### config.mk
export PLATFORM = sky130hd
export DESIGN_NAME = mips_control_fsm
export DESIGN_NICKNAME = d
export VERILOG_FILES = /design/src/rtl/mips_control_fsm_pkg.sv /design/src/rtl/mips_control_fsm_alu_decoder.sv /design/src/rtl/mips_control_fsm.sv
export SDC_FILE = /design/constraint.sdc
export NUM_CORES = 1
export LEC_CHECK = 0
export CAP_MARGIN = 5
export CORE_MARGIN = 5
export CORE_UTILIZATION = 39
export DETAILED_ROUTE_END_ITERATION = 8
export PLACE_DENSITY_LB_ADDON = 0.08
export SYNTH_ARGS = -nofsm -noshare
export SYNTH_HDL_FRONTEND = slang
export SYNTH_SLANG_ARGS = --single-unit
### constraint.sdc
create_clock -name clk -period 3.44 [get_ports clk]
set_input_delay 0.516 -clock clk [delete_from_list [all_inputs] [get_ports clk]]
set_output_delay 0.516 -clock clk [all_outputs]
set_load 0.01 [all_outputs]
### src/rtl/mips_control_fsm_pkg.sv
// Shared definitions for the multi-cycle MIPS control unit: state names,
// opcode/funct constants, ALU operation codes and datapath select codes.
package mips_control_fsm_pkg;

  typedef enum logic [3:0] {
    FETCH  = 4'd0,
    DECODE = 4'd1,
    MEMADR = 4'd2,
    MEMRD  = 4'd3,
    MEMWB  = 4'd4,
    MEMWR  = 4'd5,
    EXEC   = 4'd6,
    RWB    = 4'd7,
    BRANCH = 4'd8,
    JUMP   = 4'd9,
    ADDIEX = 4'd10,
    ADDIWB = 4'd11
  } state_e;

  localparam logic [5:0] OP_RTYPE = 6'b000000;
  localparam logic [5:0] OP_LW    = 6'b100011;
  localparam logic [5:0] OP_SW    = 6'b101011;
  localparam logic [5:0] OP_BEQ   = 6'b000100;
  localparam logic [5:0] OP_J     = 6'b000010;
  localparam logic [5:0] OP_ADDI  = 6'b001000;

  localparam logic [5:0] FN_ADD = 6'b100000;
  localparam logic [5:0] FN_SUB = 6'b100010;
  localparam logic [5:0] FN_AND = 6'b100100;
  localparam logic [5:0] FN_OR  = 6'b100101;
  localparam logic [5:0] FN_SLT = 6'b101010;

  localparam logic [3:0] ALU_AND = 4'b0000;
  localparam logic [3:0] ALU_OR  = 4'b0001;
  localparam logic [3:0] ALU_ADD = 4'b0010;
  localparam logic [3:0] ALU_SUB = 4'b0110;
  localparam logic [3:0] ALU_SLT = 4'b0111;

  localparam logic [1:0] SRCB_REG   = 2'b00;
  localparam logic [1:0] SRCB_FOUR  = 2'b01;
  localparam logic [1:0] SRCB_IMM   = 2'b10;
  localparam logic [1:0] SRCB_IMMSH = 2'b11;

  localparam logic [1:0] PCSRC_ALU    = 2'b00;
  localparam logic [1:0] PCSRC_ALUOUT = 2'b01;
  localparam logic [1:0] PCSRC_JUMP   = 2'b10;

  // States whose exit marks a completed instruction.
  function automatic logic is_retire_state(input state_e s);
    return s inside {MEMWB, MEMWR, RWB, BRANCH, JUMP, ADDIWB};
  endfunction

endpackage

### src/rtl/mips_control_fsm_alu_decoder.sv
// R-type funct field to ALU operation decoder; valid low for unsupported funct.
module alu_decoder
  import mips_control_fsm_pkg::*;
(
  input  logic [5:0] funct,
  output logic [3:0] aluop,
  output logic       valid
);

  always_comb begin
    aluop = ALU_ADD;
    valid = 1'b1;
    case (funct)
      FN_ADD:  aluop = ALU_ADD;
      FN_SUB:  aluop = ALU_SUB;
      FN_AND:  aluop = ALU_AND;
      FN_OR:   aluop = ALU_OR;
      FN_SLT:  aluop = ALU_SLT;
      default: valid = 1'b0;
    endcase
  end

endmodule

### src/rtl/mips_control_fsm.sv
// Multi-cycle MIPS control FSM: Moore-style datapath controls per state,
// funct-driven ALU op in EXEC, illegal-instruction pulse and retire counter.
module mips_control_fsm
  import mips_control_fsm_pkg::*;
#(
  parameter int unsigned CNT_W = 32
) (
  input  logic             clk,
  input  logic             reset,
  input  logic [5:0]       opcode,
  input  logic [5:0]       funct,
  output logic             PCWrite,
  output logic             PCWriteCond,
  output logic             IorD,
  output logic             MemRead,
  output logic             MemWrite,
  output logic             MemtoReg,
  output logic             IRWrite,
  output logic             RegWrite,
  output logic             RegDst,
  output logic             ALUSrcA,
  output logic [1:0]       ALUSrcB,
  output logic [1:0]       PCSource,
  output logic [3:0]       ALUop,
  output logic             illegal,
  output logic [CNT_W-1:0] retired,
  output logic [3:0]       state_dbg
);

  state_e     state, next_state;
  logic [3:0] dec_aluop;
  logic       dec_valid;

  alu_decoder u_alu_decoder (
    .funct (funct),
    .aluop (dec_aluop),
    .valid (dec_valid)
  );

  always_ff @(posedge clk) begin
    if (reset) state <= FETCH;
    else       state <= next_state;
  end

  always_ff @(posedge clk) begin
    if (reset)                       retired <= '0;
    else if (is_retire_state(state)) retired <= retired + 1'b1;
  end

  assign state_dbg = state;

  always_comb begin
    next_state  = FETCH;
    PCWrite     = 1'b0;
    PCWriteCond = 1'b0;
    IorD        = 1'b0;
    MemRead     = 1'b0;
    MemWrite    = 1'b0;
    MemtoReg    = 1'b0;
    IRWrite     = 1'b0;
    RegWrite    = 1'b0;
    RegDst      = 1'b0;
    ALUSrcA     = 1'b0;
    ALUSrcB     = SRCB_REG;
    PCSource    = PCSRC_ALU;
    ALUop       = ALU_ADD;
    illegal     = 1'b0;

    case (state)
      FETCH: begin
        MemRead    = 1'b1;
        IRWrite    = 1'b1;
        ALUSrcB    = SRCB_FOUR;
        PCWrite    = 1'b1;
        next_state = DECODE;
      end
      DECODE: begin
        ALUSrcB = SRCB_IMMSH;
        case (opcode)
          OP_LW, OP_SW: next_state = MEMADR;
          OP_RTYPE:     next_state = EXEC;
          OP_BEQ:       next_state = BRANCH;
          OP_J:         next_state = JUMP;
          OP_ADDI:      next_state = ADDIEX;
          default: begin
            illegal    = 1'b1;
            next_state = FETCH;
          end
        endcase
      end
      MEMADR: begin
        ALUSrcA    = 1'b1;
        ALUSrcB    = SRCB_IMM;
        next_state = (opcode == OP_LW) ? MEMRD : MEMWR;
      end
      MEMRD: begin
        MemRead    = 1'b1;
        IorD       = 1'b1;
        next_state = MEMWB;
      end
      MEMWB: begin
        RegWrite = 1'b1;
        MemtoReg = 1'b1;
      end
      MEMWR: begin
        MemWrite = 1'b1;
        IorD     = 1'b1;
      end
      EXEC: begin
        ALUSrcA = 1'b1;
        ALUSrcB = SRCB_REG;
        if (dec_valid) begin
          ALUop      = dec_aluop;
          next_state = RWB;
        end else begin
          illegal = 1'b1;
        end
      end
      RWB: begin
        RegWrite = 1'b1;
        RegDst   = 1'b1;
      end
      BRANCH: begin
        ALUSrcA     = 1'b1;
        ALUSrcB     = SRCB_REG;
        ALUop       = ALU_SUB;
        PCWriteCond = 1'b1;
        PCSource    = PCSRC_ALUOUT;
      end
      JUMP: begin
        PCWrite  = 1'b1;
        PCSource = PCSRC_JUMP;
      end
      ADDIEX: begin
        ALUSrcA    = 1'b1;
        ALUSrcB    = SRCB_IMM;
        next_state = ADDIWB;
      end
      ADDIWB: begin
        RegWrite = 1'b1;
      end
      default: next_state = FETCH;
    endcase

    // Reset masks the outputs combinationally so nothing fires before the
    // state register has been forced back to FETCH.
    if (reset) begin
      PCWrite     = 1'b0;
      PCWriteCond = 1'b0;
      IorD        = 1'b0;
      MemRead     = 1'b0;
      MemWrite    = 1'b0;
      MemtoReg    = 1'b0;
      IRWrite     = 1'b0;
      RegWrite    = 1'b0;
      RegDst      = 1'b0;
      ALUSrcA     = 1'b0;
      ALUSrcB     = SRCB_REG;
      PCSource    = PCSRC_ALU;
      ALUop       = ALU_ADD;
      illegal     = 1'b0;
    end
  end

endmodule

Word-level counts from Yosys, hierarchy flattened

Index checks and enable logic that the tools add are counted.

Register bits after elaboration: 36
Bits in latches: 0
RAM bits: 0
ROM bits: 0
Word-level logic and storage cells: 73
Memories: 0

Add/sub/neg operators: 1
Multipliers: 0
Divide/modulo/power cells: 0
$lt $le $gt $ge: 0
Eq/ne operators: 21
Shifts and indexed selects: 0
Mux-type cells: 37
Bitwise logic cells: 0
Reductions and logical operators: 12

Operators by type and width:

| operator                                       | count |
|---|---|
| == test 6 bit (second input constant)          | 7 |
| adder 32 x 1 -> 32 bit (second input constant) | 1 |
| 2-to-1 mux 1 bit                               | 24 |
| case mux 4 bit (6 select lines)                | 1 |
| case mux 4 bit (5 select lines)                | 1 |
| == test 4 x 3 -> 1 bit (second input constant) | 4 |
| == test 4 bit (second input constant)          | 4 |
| case mux 3 bit (4 select lines)                | 1 |
| OR reduction 2 bit                             | 5 |
| == test 4 x 2 -> 1 bit (second input constant) | 2 |
| 2-to-1 mux 4 bit                               | 2 |
| case mux 4 bit (2 select lines)                | 1 |
| == test 6 x 2 -> 1 bit (second input constant) | 1 |
| == test 6 x 3 -> 1 bit (second input constant) | 1 |
| == test 6 x 4 -> 1 bit (second input constant) | 1 |
| logical NOT 6 bit                              | 1 |
| 2-to-1 mux 3 bit                               | 2 |
| case mux 2 bit (3 select lines)                | 1 |
| nonzero test 6 bit                             | 1 |
| OR reduction 6 bit                             | 1 |
| OR reduction 5 bit                             | 1 |
| == test 4 x 1 -> 1 bit (second input constant) | 1 |
| logical NOT 4 bit                              | 1 |
| 2-to-1 mux 2 bit                               | 2 |
| other kinds (4)                                | 4 |

Logic depth before layout (Yosys ltp)

Word-level depth: 6
Depth in mapped cells: 6
Gate-level depth less buffers: 4

By module

Synthesis repeated with hierarchy kept, for this count alone.

Cell total of the unflattened synthesis: 271
Area total of the unflattened synthesis: 2,125.8 um^2

Modules (own cells, without submodules):

| module           | times used | cells an instance | area each (um^2) | sequential area each (um^2) |
|---|---|---|---|---|
| mips_control_fsm | 1          | 260               | 2,028.2          | 720.7 |
| alu_decoder      | 1          | 11                | 97.6             | 0.0 |

Worst setup path before layout

Ideal clock, no wire load.

Path type: register to output
From: register state[2], in the netlist state_dbg[2]
To: output ALUop[0]
Arrival time: 1,642 ps
Data required time: 2,924 ps
Setup slack: 1,282 ps
Cell stages (with the launch flop): 6
Buffers on the path: 1
Path through: dfxtp_1 clkbuf_1 or3b_2 nor2_1 nand2_1 nor2_1

Word-level cells in the longest chain between the ends: 3

RTL lines:

| item                                                    | RTL line                | text |
|---|---|---|
| start, declared                                         | mips_control_fsm.sv:30  | `state_e state, next_state;` |
| start signal, assigned                                  | mips_control_fsm.sv:42  | `else state <= next_state;` |
| == test 4 bit or == test 4 x 3 -> 1 bit (tied branches) | mips_control_fsm.sv:69  | `case (state)` |
| case mux 4 bit (2 select lines) (*)                     | mips_control_fsm.sv:69  |  |
| 2-to-1 mux 4 bit (*)                                    | mips_control_fsm.sv:147 | `if (reset) begin` |
| end, declared                                           | mips_control_fsm.sv:24  | `output logic [3:0] ALUop,` |

Mark *: on every way between the ends. The rest lies on a longest branch, timed or not.

Final worst setup path

From: input reset
To: output ALUop[0]

Word-level cells in the longest chain between the ends: 1

RTL lines:

| item             | RTL line                | text |
|---|---|---|
| start, declared  | mips_control_fsm.sv:9   | `input logic reset,` |
| 2-to-1 mux 4 bit | mips_control_fsm.sv:147 |  |

Every way passes these cells.

==> qor.yml <==
logic_synthesis:
  netlist_top_cells_area: "dfxtp_1 (33%), mux2_2 (7.2%), nor2_1 (5.8%)"
  syn_area_per_cell_um2: 7.962
  synth_commonest_cells: "dfxtp_1 (36), nor2_1 (34), nor2b_1 (19)"
  synth_top_area_frac: 0.3291
  netlist_instances: 275
  synthArstFlopShare: 0
  syn-num-nets: 290
  yosysMostFrequentCell: "dfxtp_1"
  ys_ff_latch: 36
  synth_warnings: 0
  ys_types: 49
  synth_edf_count: 0
  syn-cell-area_mm2: 0.002190
  ys.flop_type: "dfxtp_1"
  post-synth-top-area-cell: "dfxtp_1"
  ys_seq_area_frac: 0.3291
layout:
  nFillCells: 551
  nets: 348
  seq_area_um2: 720.7
  final_core_util: 0.5434
  drive_gt1_frac: 0.08383
  multi_input_area_mm2: 0.001358
  diodes: 0
  stdcell_area_mm2: 0.002974
  syn_to_final_growth_pct: 35.83
power_and_ir_drop:
  p_seq_frac: 0.519
  p_per_area_mw_per_mm2: 273.4
  leakage_nw: 1.022
  p_total_mw: 0.8132
  pwr-share-clk: 0.391
  internal_power_mw: 0.6184
  p_sw_mw: 0.1948
  p_comb_frac: 0.089
  swShare: 0.2396
  ir_drop_mv: 0.1825
sta:
  period_minus_slack_ps: 2966
  maxSlewViolCount: 0
  hold_viol: 0
  tns_ps: 0
  setup_violations: 0
  fmax_ghz: 0.3371
  timing.final.crit_share: 0.8623
  slew_headroom: 0.5411
  skew_ps: 6.444
  tightest_slew_ps: 686.4
  rsz0062_at_grt: "false"
setup_path:
  crit_required_ps: 2920
  startpoint_type: "input port"
  cp_max_fo: 5
  arrival_ps: 2450
  end_kind: "output port"
  path_class: "in2out"
die:
  die-area_mm2: 0.007213
  core_mm2: 0.005473
  start_util: 0.4001
  ioPinCount: 69
  die_w_um: 84.93
  rows: 27
  fp.dieH_um: 84.93
clocking:
  ctsResizeCount: 0
  ctsHtreeMaxLevel: 2
  cts_buffers: 5
  clkSinkCount: 36
  postCtsSetupRepairBufs: 0
  cts_max_path_buffers: 2
  cts-hold-fix-buffers: 0
  cts.clk_slew.worst_paths_ps: 70
  root_buffer: "clkbuf_8"
  cts_tree: "yes"
  insertion_delay_ps: 280
global_route:
  use_met1: 0.1943
  gr-max-usage-layer: "met2"
  grt_max_degree: 36
  grt_usage: 0.1552
  grt_overflow_total: 0
  met2_usage: 0.2641
  first_global_vias: 2095
  grt_pass1_wl_mm: 9.535
  antenna_found_initial: 0
  met3_usage: 0.04563
drt:
  vias_per_cell: 5.461
  route.detailed.drc: 0
  firstDrtPassIters: 4
  drt_wl_total_mm: 5.663
  wl_per_cell_um: 13.95
  vias: 2217
  drtIter0Drc: 52
  ant_nets: 0
min_path:
  min_path_type: "reg2reg"
place:
  gp_congestion: 0.8163
  hpwl_mm: 4.151
  place_area_mm2: 0.002880
  numPortBuffers: 67
status:
  status: "finished clean"
flow_run:
  cap_violations: 0
## metal layers
layer,wire length (um),vias to the layer above,share of wire
met5,0,-,0
met4,45,0,0.0079
met3,318,4,0.056
met2,2661,57,0.47
met1,2638,1037,0.47
li1,-,1119,-
## state kept, by name, summed over array words and instances, names as in the netlist
signal,cells
retired,32
state_dbg,4
## cell usage in the layout (no fill, tap or decap), types with 2 or more instances in the layout
cell,synthesis,routed
clkdlybuf4s50_1,0,67
dfxtp_1,36,36
nor2_1,34,34
nor2b_1,19,19
nor4_1,16,16
nand2_1,15,15
mux2_2,14,14
a21oi_1,12,12
nand4_1,12,12
and3_1,8,8
o21ai_0,8,8
nand3_1,6,6
xor2_1,6,6
nor3_1,6,6
or3_1,6,6
o31ai_1,6,6
or4_1,6,6
clkbuf_8,0,6
inv_1,5,5
xnor2_1,4,4
and4_1,4,4
and2_1,3,3
buf_4,2,3
nand2b_1,2,2
nor3b_1,2,2
mux2i_1,2,2
a21boi_0,2,2
o21a_1,2,2
nor4b_1,2,2
## power by group through the flow
stage / clock network, mW / logic, mW / registers (mW)
3_5_place_dp: 0 / 0.0731 / 0.432
6_report: 0.318 / 0.0726 / 0.422
4_1_cts: 0.325 / 0.0733 / 0.422
2_1_floorplan: 0 / 0.0361 / 0.430
3_3_place_gp: 0 / 0.0730 / 0.432
5_1_grt: 0.346 / 0.0803 / 0.423
## area by class of cell
class | instances | area share
inverter | 5 | 0.006310
clock inverter | 1 | 0.002524
clock buffer | 7 | 0.02903
tap | 72 | 0.03029
multi-input combinational | 215 | 0.4565
sequential | 36 | 0.2423
timing repair buffer | 70 | 0.2331
## metrics by stage
step           worst slack, ps  cells  hold WS (ps)
6_report                 473.6    406         502.3
5_1_grt                  340.0    406         559.0
4_1_cts                  475.2    406         508.3
3_5_place_dp             489.2    398         497.8
3_3_place_gp             495.3    398         484.9
2_1_floorplan             1282    275         510.2
## final timing paths
path | from | slack (ps) | endpoint | cells after the start
setup / recovery | reset | 470 | ALUop[0] | 6
hold / removal | retired[7] | 500 | retired[7] | 2
setup reg to reg | state_dbg[0] | 870 | retired[24] | 4
hold reg to reg | retired[7] | 500 | retired[7] | 2
## cells by family (layout without fill, tap and decap cells)
| logic type | count (synthesis) | after routing | share of synthesized area |
|---|---|---|---|
| flip-flops | 36 | 36 | 0.3291 |
| AND/OR/NAND/NOR | 145 | 145 | 0.3680 |
| multiplexers | 16 | 16 | 0.08114 |
| buffers and inverters | 24 | 83 | 0.05085 |
| XOR/XNOR | 10 | 10 | 0.04000 |
| adder cells (fa/ha/maj) | 1 | 1 | 0.005713 |
| AO/OA/AOI/OAI | 42 | 42 | 0.1234 |
| other | 1 | 1 | 0.001713 |
## critical path: stages
cell and delay [ps]:
clkdlybuf4s50_1 460, or3b_2 530, nor2_1 180, nand2_1 110, nor2_1 120, clkdlybuf4s50_1 540
Note: power is estimated with default switching activity, not from simulation.
